==> src/rtl/mp_pkg.sv <==
// Shared job-word layout, FSM encoding and descriptor stride for the job dispatcher
// and the upstream control block.
package mp_pkg;
  localparam int unsigned ADDR_LSB       = 0;
  localparam int unsigned ADDR_W         = 64;
  localparam int unsigned PASID_LSB      = 64;
  localparam int unsigned CNT_LSB        = 73;
  localparam int unsigned CNT_W          = 8;
  localparam int unsigned INFO_USED_W    = CNT_LSB + CNT_W;
  localparam int unsigned DESC_BYTES_DEF = 128;

  typedef enum logic [1:0] {
    ST_IDLE      = 2'd0,
    ST_LOAD      = 2'd1,
    ST_ISSUE     = 2'd2,
    ST_WAIT_DONE = 2'd3
  } mp_state_e;
endpackage

==> src/rtl/mp_info_fifo.sv <==
// Synchronous job FIFO with registered occupancy level and registered ready flag.
module mp_info_fifo #(
  parameter int unsigned WIDTH = 81,
  parameter int unsigned DEPTH = 8
) (
  input  logic                     clk,
  input  logic                     resetn,
  input  logic                     i_push,
  input  logic [WIDTH-1:0]         i_data,
  input  logic                     i_pop,
  output logic [WIDTH-1:0]         o_data,
  output logic [$clog2(DEPTH):0]   o_level,
  output logic                     o_ready
);
  localparam int unsigned AW = $clog2(DEPTH);
  localparam int unsigned LW = AW + 1;
  localparam logic [LW-1:0] LVL_FULL = LW'(DEPTH);

  logic [WIDTH-1:0] r_mem [DEPTH];
  logic [AW-1:0]    r_wr_ptr;
  logic [AW-1:0]    r_rd_ptr;
  logic [LW-1:0]    r_level;
  logic             r_ready;
  logic             w_push;
  logic             w_pop;
  logic [LW-1:0]    w_level_nxt;

  assign w_push  = i_push && r_ready;
  assign w_pop   = i_pop && (r_level != '0);
  assign o_data  = r_mem[r_rd_ptr];
  assign o_level = r_level;
  assign o_ready = r_ready;

  always_comb begin
    w_level_nxt = r_level;
    if (w_push && !w_pop)
      w_level_nxt = r_level + LW'(1);
    else if (!w_push && w_pop)
      w_level_nxt = r_level - LW'(1);
  end

  // Ready follows the post-update level, so a pop while full frees space only next cycle.
  always_ff @(posedge clk or negedge resetn) begin
    if (!resetn) begin
      r_wr_ptr <= '0;
      r_rd_ptr <= '0;
      r_level  <= '0;
      r_ready  <= 1'b1;
    end else begin
      if (w_push) r_wr_ptr <= r_wr_ptr + AW'(1);
      if (w_pop)  r_rd_ptr <= r_rd_ptr + AW'(1);
      r_level <= w_level_nxt;
      r_ready <= (w_level_nxt < LVL_FULL);
    end
  end

  always_ff @(posedge clk) begin
    if (w_push) r_mem[r_wr_ptr] <= i_data;
  end
endmodule

==> src/rtl/mp_job_dispatch.sv <==
// Job dispatcher: queues process-info words and turns each job into a run of
// descriptor fetch requests, then waits for downstream completion.
module mp_job_dispatch
  import mp_pkg::*;
#(
  parameter int unsigned PINFO_WIDTH = 88,
  parameter int unsigned PASID_WIDTH = 9,
  parameter int unsigned FIFO_DEPTH  = 8,
  parameter int unsigned DESC_BYTES  = DESC_BYTES_DEF
) (
  input  logic                          clk,
  input  logic                          resetn,
  input  logic [PINFO_WIDTH-1:0]        process_info_i,
  input  logic                          process_start_i,
  output logic                          process_ready_o,
  output logic                          desc_req_valid_o,
  input  logic                          desc_req_ready_i,
  output logic [63:0]                   desc_req_addr_o,
  output logic [PASID_WIDTH-1:0]        desc_req_pasid_o,
  output logic                          desc_req_last_o,
  input  logic                          job_done_i,
  output logic [$clog2(FIFO_DEPTH):0]   queue_level_o,
  output logic                          busy_o,
  output logic [15:0]                   dropped_cnt_o
);
  localparam int unsigned JOB_W = ADDR_W + PASID_WIDTH + CNT_W;

  mp_state_e              r_state;
  mp_state_e              w_state_nxt;
  logic [ADDR_W-1:0]      r_addr;
  logic [PASID_WIDTH-1:0] r_pasid;
  logic [CNT_W-1:0]       r_remaining;
  logic [15:0]            r_dropped;
  logic                   w_pop;
  logic [JOB_W-1:0]       w_push_data;
  logic [JOB_W-1:0]       w_head;
  logic [ADDR_W-1:0]      w_head_addr;
  logic [PASID_WIDTH-1:0] w_head_pasid;
  logic [CNT_W-1:0]       w_head_cnt;
  logic                   w_unused_info;

  // Only the used fields are queued; the reserved top bits are dropped here.
  assign w_push_data = {process_info_i[CNT_LSB +: CNT_W],
                        process_info_i[PASID_LSB +: PASID_WIDTH],
                        process_info_i[ADDR_LSB +: ADDR_W]};
  assign w_unused_info = ^process_info_i[PINFO_WIDTH-1:INFO_USED_W];
  assign {w_head_cnt, w_head_pasid, w_head_addr} = w_head;

  mp_info_fifo #(
    .WIDTH (JOB_W),
    .DEPTH (FIFO_DEPTH)
  ) u_info_fifo (
    .clk     (clk),
    .resetn  (resetn),
    .i_push  (process_start_i),
    .i_data  (w_push_data),
    .i_pop   (w_pop),
    .o_data  (w_head),
    .o_level (queue_level_o),
    .o_ready (process_ready_o)
  );

  always_ff @(posedge clk or negedge resetn) begin
    if (!resetn) r_state <= ST_IDLE;
    else         r_state <= w_state_nxt;
  end

  always_comb begin
    w_state_nxt = r_state;
    w_pop       = 1'b0;
    case (r_state)
      ST_IDLE:      if (queue_level_o != '0) w_state_nxt = ST_LOAD;
      ST_LOAD: begin
        w_pop       = 1'b1;
        w_state_nxt = (w_head_cnt != '0) ? ST_ISSUE : ST_IDLE;
      end
      ST_ISSUE:     if (desc_req_ready_i && (r_remaining == CNT_W'(1))) w_state_nxt = ST_WAIT_DONE;
      ST_WAIT_DONE: if (job_done_i) w_state_nxt = ST_IDLE;
      default:      w_state_nxt = ST_IDLE;
    endcase
  end

  always_ff @(posedge clk or negedge resetn) begin
    if (!resetn) begin
      r_addr      <= '0;
      r_pasid     <= '0;
      r_remaining <= '0;
      r_dropped   <= '0;
    end else if (r_state == ST_LOAD) begin
      r_addr      <= w_head_addr;
      r_pasid     <= w_head_pasid;
      r_remaining <= w_head_cnt;
      if ((w_head_cnt == '0) && (r_dropped != '1))
        r_dropped <= r_dropped + 16'd1;
    end else if ((r_state == ST_ISSUE) && desc_req_ready_i) begin
      r_addr      <= r_addr + 64'(DESC_BYTES);
      r_remaining <= r_remaining - CNT_W'(1);
    end
  end

  assign desc_req_valid_o = (r_state == ST_ISSUE);
  assign desc_req_addr_o  = r_addr;
  assign desc_req_pasid_o = r_pasid;
  assign desc_req_last_o  = (r_remaining == CNT_W'(1));
  assign busy_o           = (r_state != ST_IDLE);
  assign dropped_cnt_o    = r_dropped;
endmodule

==> config.mk <==
export PLATFORM = sky130hd
export DESIGN_NAME = mp_job_dispatch
export DESIGN_NICKNAME = d
export VERILOG_FILES = /design/src/rtl/mp_pkg.sv /design/src/rtl/mp_info_fifo.sv /design/src/rtl/mp_job_dispatch.sv
export SDC_FILE = /design/constraint.sdc
export NUM_CORES = 1
export LEC_CHECK = 0
export ABC_AREA = 1
export BUFFER_PORTS_ARGS = -buffer_cell sky130_fd_sc_hd__buf_2
export CAP_MARGIN = 20
export CORE_MARGIN = 2
export CORE_UTILIZATION = 65
export DETAILED_ROUTE_END_ITERATION = 16
export GPL_TIMING_DRIVEN = 1
export PLACE_DENSITY = 0.84
export SYNTH_ARGS = -nofsm -noshare
export SYNTH_HDL_FRONTEND = slang
export SYNTH_SLANG_ARGS = --single-unit
==> constraint.sdc <==
create_clock -name clk -period 15.7 [get_ports clk]
set_clock_uncertainty 0.2 [all_clocks]
set_input_delay 0.785 -clock clk [delete_from_list [all_inputs] [get_ports clk]]
set_output_delay 0.785 -clock clk [all_outputs]
set_load 0.005 [all_outputs]
==> impl_summary.log <==
INFO  metric fp.dieArea = 51200 sq um
INFO  metric fin_crit = 3840 ps
INFO  metric yosys_most_used_dff = sky130_fd_sc_hd__edfxtp_1
INFO  metric mappedNetlistNets = 2997
INFO  metric grt_max_degree = 241
INFO  metric antenna_left = 0
INFO  metric synth_top_area_share = 0.606
INFO  metric wire_length_of_the_first_global_routing_pass = 127 mm
INFO  metric status = finished, final reports clean
INFO  metric grt_overflow = 0
INFO  metric highest-signal-layer = met5
INFO  metric ys_top_cells_by_area = sky130_fd_sc_hd__edfxtp_1, sky130_fd_sc_hd__dfrtp_1, sky130_fd_sc_hd__nor2_1
INFO  metric worstSkewPairLatency = 620 ps
INFO  metric timing.reg2reg.worst_path_depth = 10
INFO  metric timing.critical_path.to_type = flip-flop
INFO  metric syn-instance-count = 2893
INFO  metric drc = 0
INFO  metric layout_worst_path_cycle_share = 0.245
INFO  metric hpwlAfterDp = 45.9 mm
INFO  metric r2r_setup_slack = 11860 ps
INFO  metric drt-met1-wl = 31.5 mm
INFO  metric ys_warn_count = 0
INFO  metric maxCapViolCount = 0
INFO  metric totalNegativeSetupSlack = 0 ps
INFO  metric post_cts.repair.setup_buffers = 0
INFO  metric timing.critical_path.fanout_max = 240
INFO  metric postCtsResizedCells = 0
INFO  metric cts_inserted_buffers = 74
INFO  metric die_width = 226 um
INFO  metric critical_path.reg2reg.startpoint = u_info_fifo.r_rd_ptr[0]
INFO  metric clock.fmax = 0.260 GHz
INFO  metric postSynth.asyncResetShare = 0.145
INFO  metric timing_worst_slew_pin_value = 1250 ps
INFO  metric min_path_type = in2async
INFO  metric pin_count = 190
INFO  metric critPathArrivalTime = 4130 ps
INFO  metric crit_path_cell_trace = buf_12, nand2_1, nand3_1, nand3_1, nand2_1, nand2_1, nor2_2, nand4_2, nand2_1, nand2_1
INFO  metric sum_of_met2_wire_segment_lengths_after_detailed_routing = 40.4 mm
INFO  metric root_buffer = sky130_fd_sc_hd__clkbuf_16
INFO  metric globalRouteTotalUtil = 0.327
INFO  metric synthDominantAreaCellType = sky130_fd_sc_hd__edfxtp_1
INFO  metric synth.yosys.seq_area_share = 0.692
INFO  metric syn2layout_area_growth = 11.9%
INFO  metric final-setup-viol-count = 0
INFO  metric cpPeakStageDelay = 1080 ps
INFO  metric first_global_vias = 23000
INFO  metric stdcell_area = 35900 sq um
INFO  metric setup_repair_after_global_routing_missed_its_margin = false
INFO  metric fill_cells = 3149
INFO  metric met3_routed_wl = 8.01 mm
INFO  metric cellLeakagePower = 13.3 nW
INFO  metric worst_vdd_ir = 150 uV
INFO  metric clkSinkCount = 758
INFO  metric power_per_cell_area = 179 nW/um^2
INFO  metric synth_enable_flop_cells = 648
INFO  metric stdcell_count = 3751
INFO  metric worst_slew_margin_rel = 0.167
INFO  metric drt_wl_total = 83.3 mm
INFO  metric cts_tree = built
INFO  metric htree_num_levels = 3
INFO  metric finalHoldViolations = 0
INFO  metric finalHoldWorstSlack = 19.6 ps
INFO  metric synthesis.area = 32100 sq um
INFO  metric synth_area_per_cell = 11.1 sq um
INFO  metric place_inst = 3609
INFO  metric routed_via_density = 6.26
INFO  metric portBuffers = 182
INFO  metric drive_gt1_frac = 0.110
INFO  metric critPathRequiredTime = 15990 ps
INFO  metric design.final.nets = 3126
INFO  metric core_area = 48800 sq um
INFO  metric cts_hold_repair.buffers = 0
INFO  metric globalplace.congestion = 0.987
INFO  metric dpl-instance-area = 33400 sq um
INFO  metric dr.first_iter.drc_count = 3058
INFO  metric cts.reportedPaths.clkPinSlew = 60 ps
INFO  metric crit_slowest_cell = sky130_fd_sc_hd__dfrtp_4
INFO  metric antenna_found_initial = 12
INFO  metric criticalPathCategory = reg2reg
INFO  metric die_height = 226 um
INFO  metric path_common_cell = sky130_fd_sc_hd__nand2_1
INFO  metric routed_wire_length_per_instance = 22.2 um
INFO  metric r2r-end = dropped_cnt_o[14]
INFO  metric dr.pass1.iters = 6
INFO  metric critical-path-top-delay-family = simple AND/OR/NAND/NOR gates
INFO  metric initial_core_util = 0.657
INFO  metric slew_viol_final = 0
INFO  metric synth_cell_type_count = 44
INFO  metric crit_path_start_kind = flip-flop
INFO  metric critical_path.n_buffers_inverters = 1
INFO  metric synth_seq_cells = 758
INFO  metric via_count = 23500
INFO  metric clock_tree.buffer_depth = 3
INFO  metric rows = 81
power breakdown:
part | internal, mW | total (mW) | switching [mW]
Clock | 1.06 | 1.80 | 0.741
Sequential | 2.43 | 2.66 | 0.233
Combinational | 0.574 | 1.95 | 1.38
final cells by class:
| type | count | area (sq um) | area share |
|---|---|---|---|
| Clock buffer | 100 | 2070 | 0.0577 |
| Tap cell | 664 | 831 | 0.0231 |
| Sequential cell | 758 | 22200 | 0.619 |
| Clock inverter | 33 | 398 | 0.0111 |
| Multi-Input combinational cell | 1826 | 8650 | 0.241 |
| Inverter | 154 | 588 | 0.0164 |
| Timing Repair Buffer | 208 | 1140 | 0.0318 |
| Antenna cell | 8 | 20.0 | 0.000557 |
cells by family (layout without fill, tap and decap cells):
family | after synthesis | count (layout) | share of synthesized area
fa+ha+maj | 11 | 11 | 0.00429
buf+inv | 309 | 495 | 0.0409
compound gates | 555 | 555 | 0.100
other cells | 0 | 8 | 0
flops | 758 | 758 | 0.692
simple gates | 1229 | 1229 | 0.154
xor+xnor | 31 | 31 | 0.00846
through the flow:
stage                     total power, mW   util  worst slack, ps
final                                6.41  0.735            11860
after global routing                 6.71  0.735            11600
after global placement               4.47  0.684            11760
after CTS                            6.38  0.734            11750
after detailed placement             4.57  0.684            11710
after floorplan                      3.95      -            10410
registers in the layout, indices dropped and copies added (netlist names), named ones only:
name,cells
u_info_fifo.r_mem,648
desc_req_addr_o,64
dropped_cnt_o,16
desc_req_pasid_o,9
r_remaining,8
u_info_fifo.o_level,4
u_info_fifo.r_rd_ptr,3
u_info_fifo.r_wr_ptr,3
r_state,1
u_info_fifo.o_ready,1
synthesized netlist by cell type (31+ instances only):
master / instances
sky130_fd_sc_hd__a21oi_1: 31
sky130_fd_sc_hd__buf_2: 38
sky130_fd_sc_hd__clkbuf_1: 84
sky130_fd_sc_hd__dfrtp_1: 109
sky130_fd_sc_hd__edfxtp_1: 648
sky130_fd_sc_hd__inv_1: 152
sky130_fd_sc_hd__nand2_1: 474
sky130_fd_sc_hd__nand3_1: 154
sky130_fd_sc_hd__nor2_1: 539
sky130_fd_sc_hd__o211ai_1: 53
sky130_fd_sc_hd__o21ai_0: 303
sky130_fd_sc_hd__o21ai_1: 46
sky130_fd_sc_hd__o221ai_1: 46
sky130_fd_sc_hd__o22ai_1: 47
metal layers:
layer | global-route usage | vias to the layer above
li1 | - | 10400
met2 | 0.528 | 1388
met3 | 0.0588 | 271
met5 | 0 | -
met4 | 0.166 | 8
met1 | 0.431 | 11400
worst max-delay path by stage:
stage | start | to | slack, ps | cells past startpoint
after detailed placement | process_start_i | u_info_fifo.r_mem[4][22] | 11710 | 6
after global placement | process_start_i | u_info_fifo.r_mem[7][22] | 11760 | 7
after global routing | u_info_fifo.r_rd_ptr[0] | dropped_cnt_o[11] | 11600 | 10
final | u_info_fifo.r_rd_ptr[0] | dropped_cnt_o[14] | 11860 | 10
after CTS | u_info_fifo.r_rd_ptr[1] | desc_req_addr_o[40] | 11750 | 6
after floorplan | process_start_i | u_info_fifo.r_mem[0][0] | 10410 | 3
cell usage in the layout, fill, tap and decap left out, drive strengths merged, types with 21 or more instances in the layout:
master	count
o22ai	47
o211ai	53
o21ai	349
nand3	154
nand4	25
inv	156
clkbuf	100
a21oi	31
nor2	543
nor3	22
buf	208
xor2	24
edfxtp	648
nand2	475
clkinv	21
o221ai	46
dfrtp	109
No activity file was read; power rests on OpenSTA's default activity.
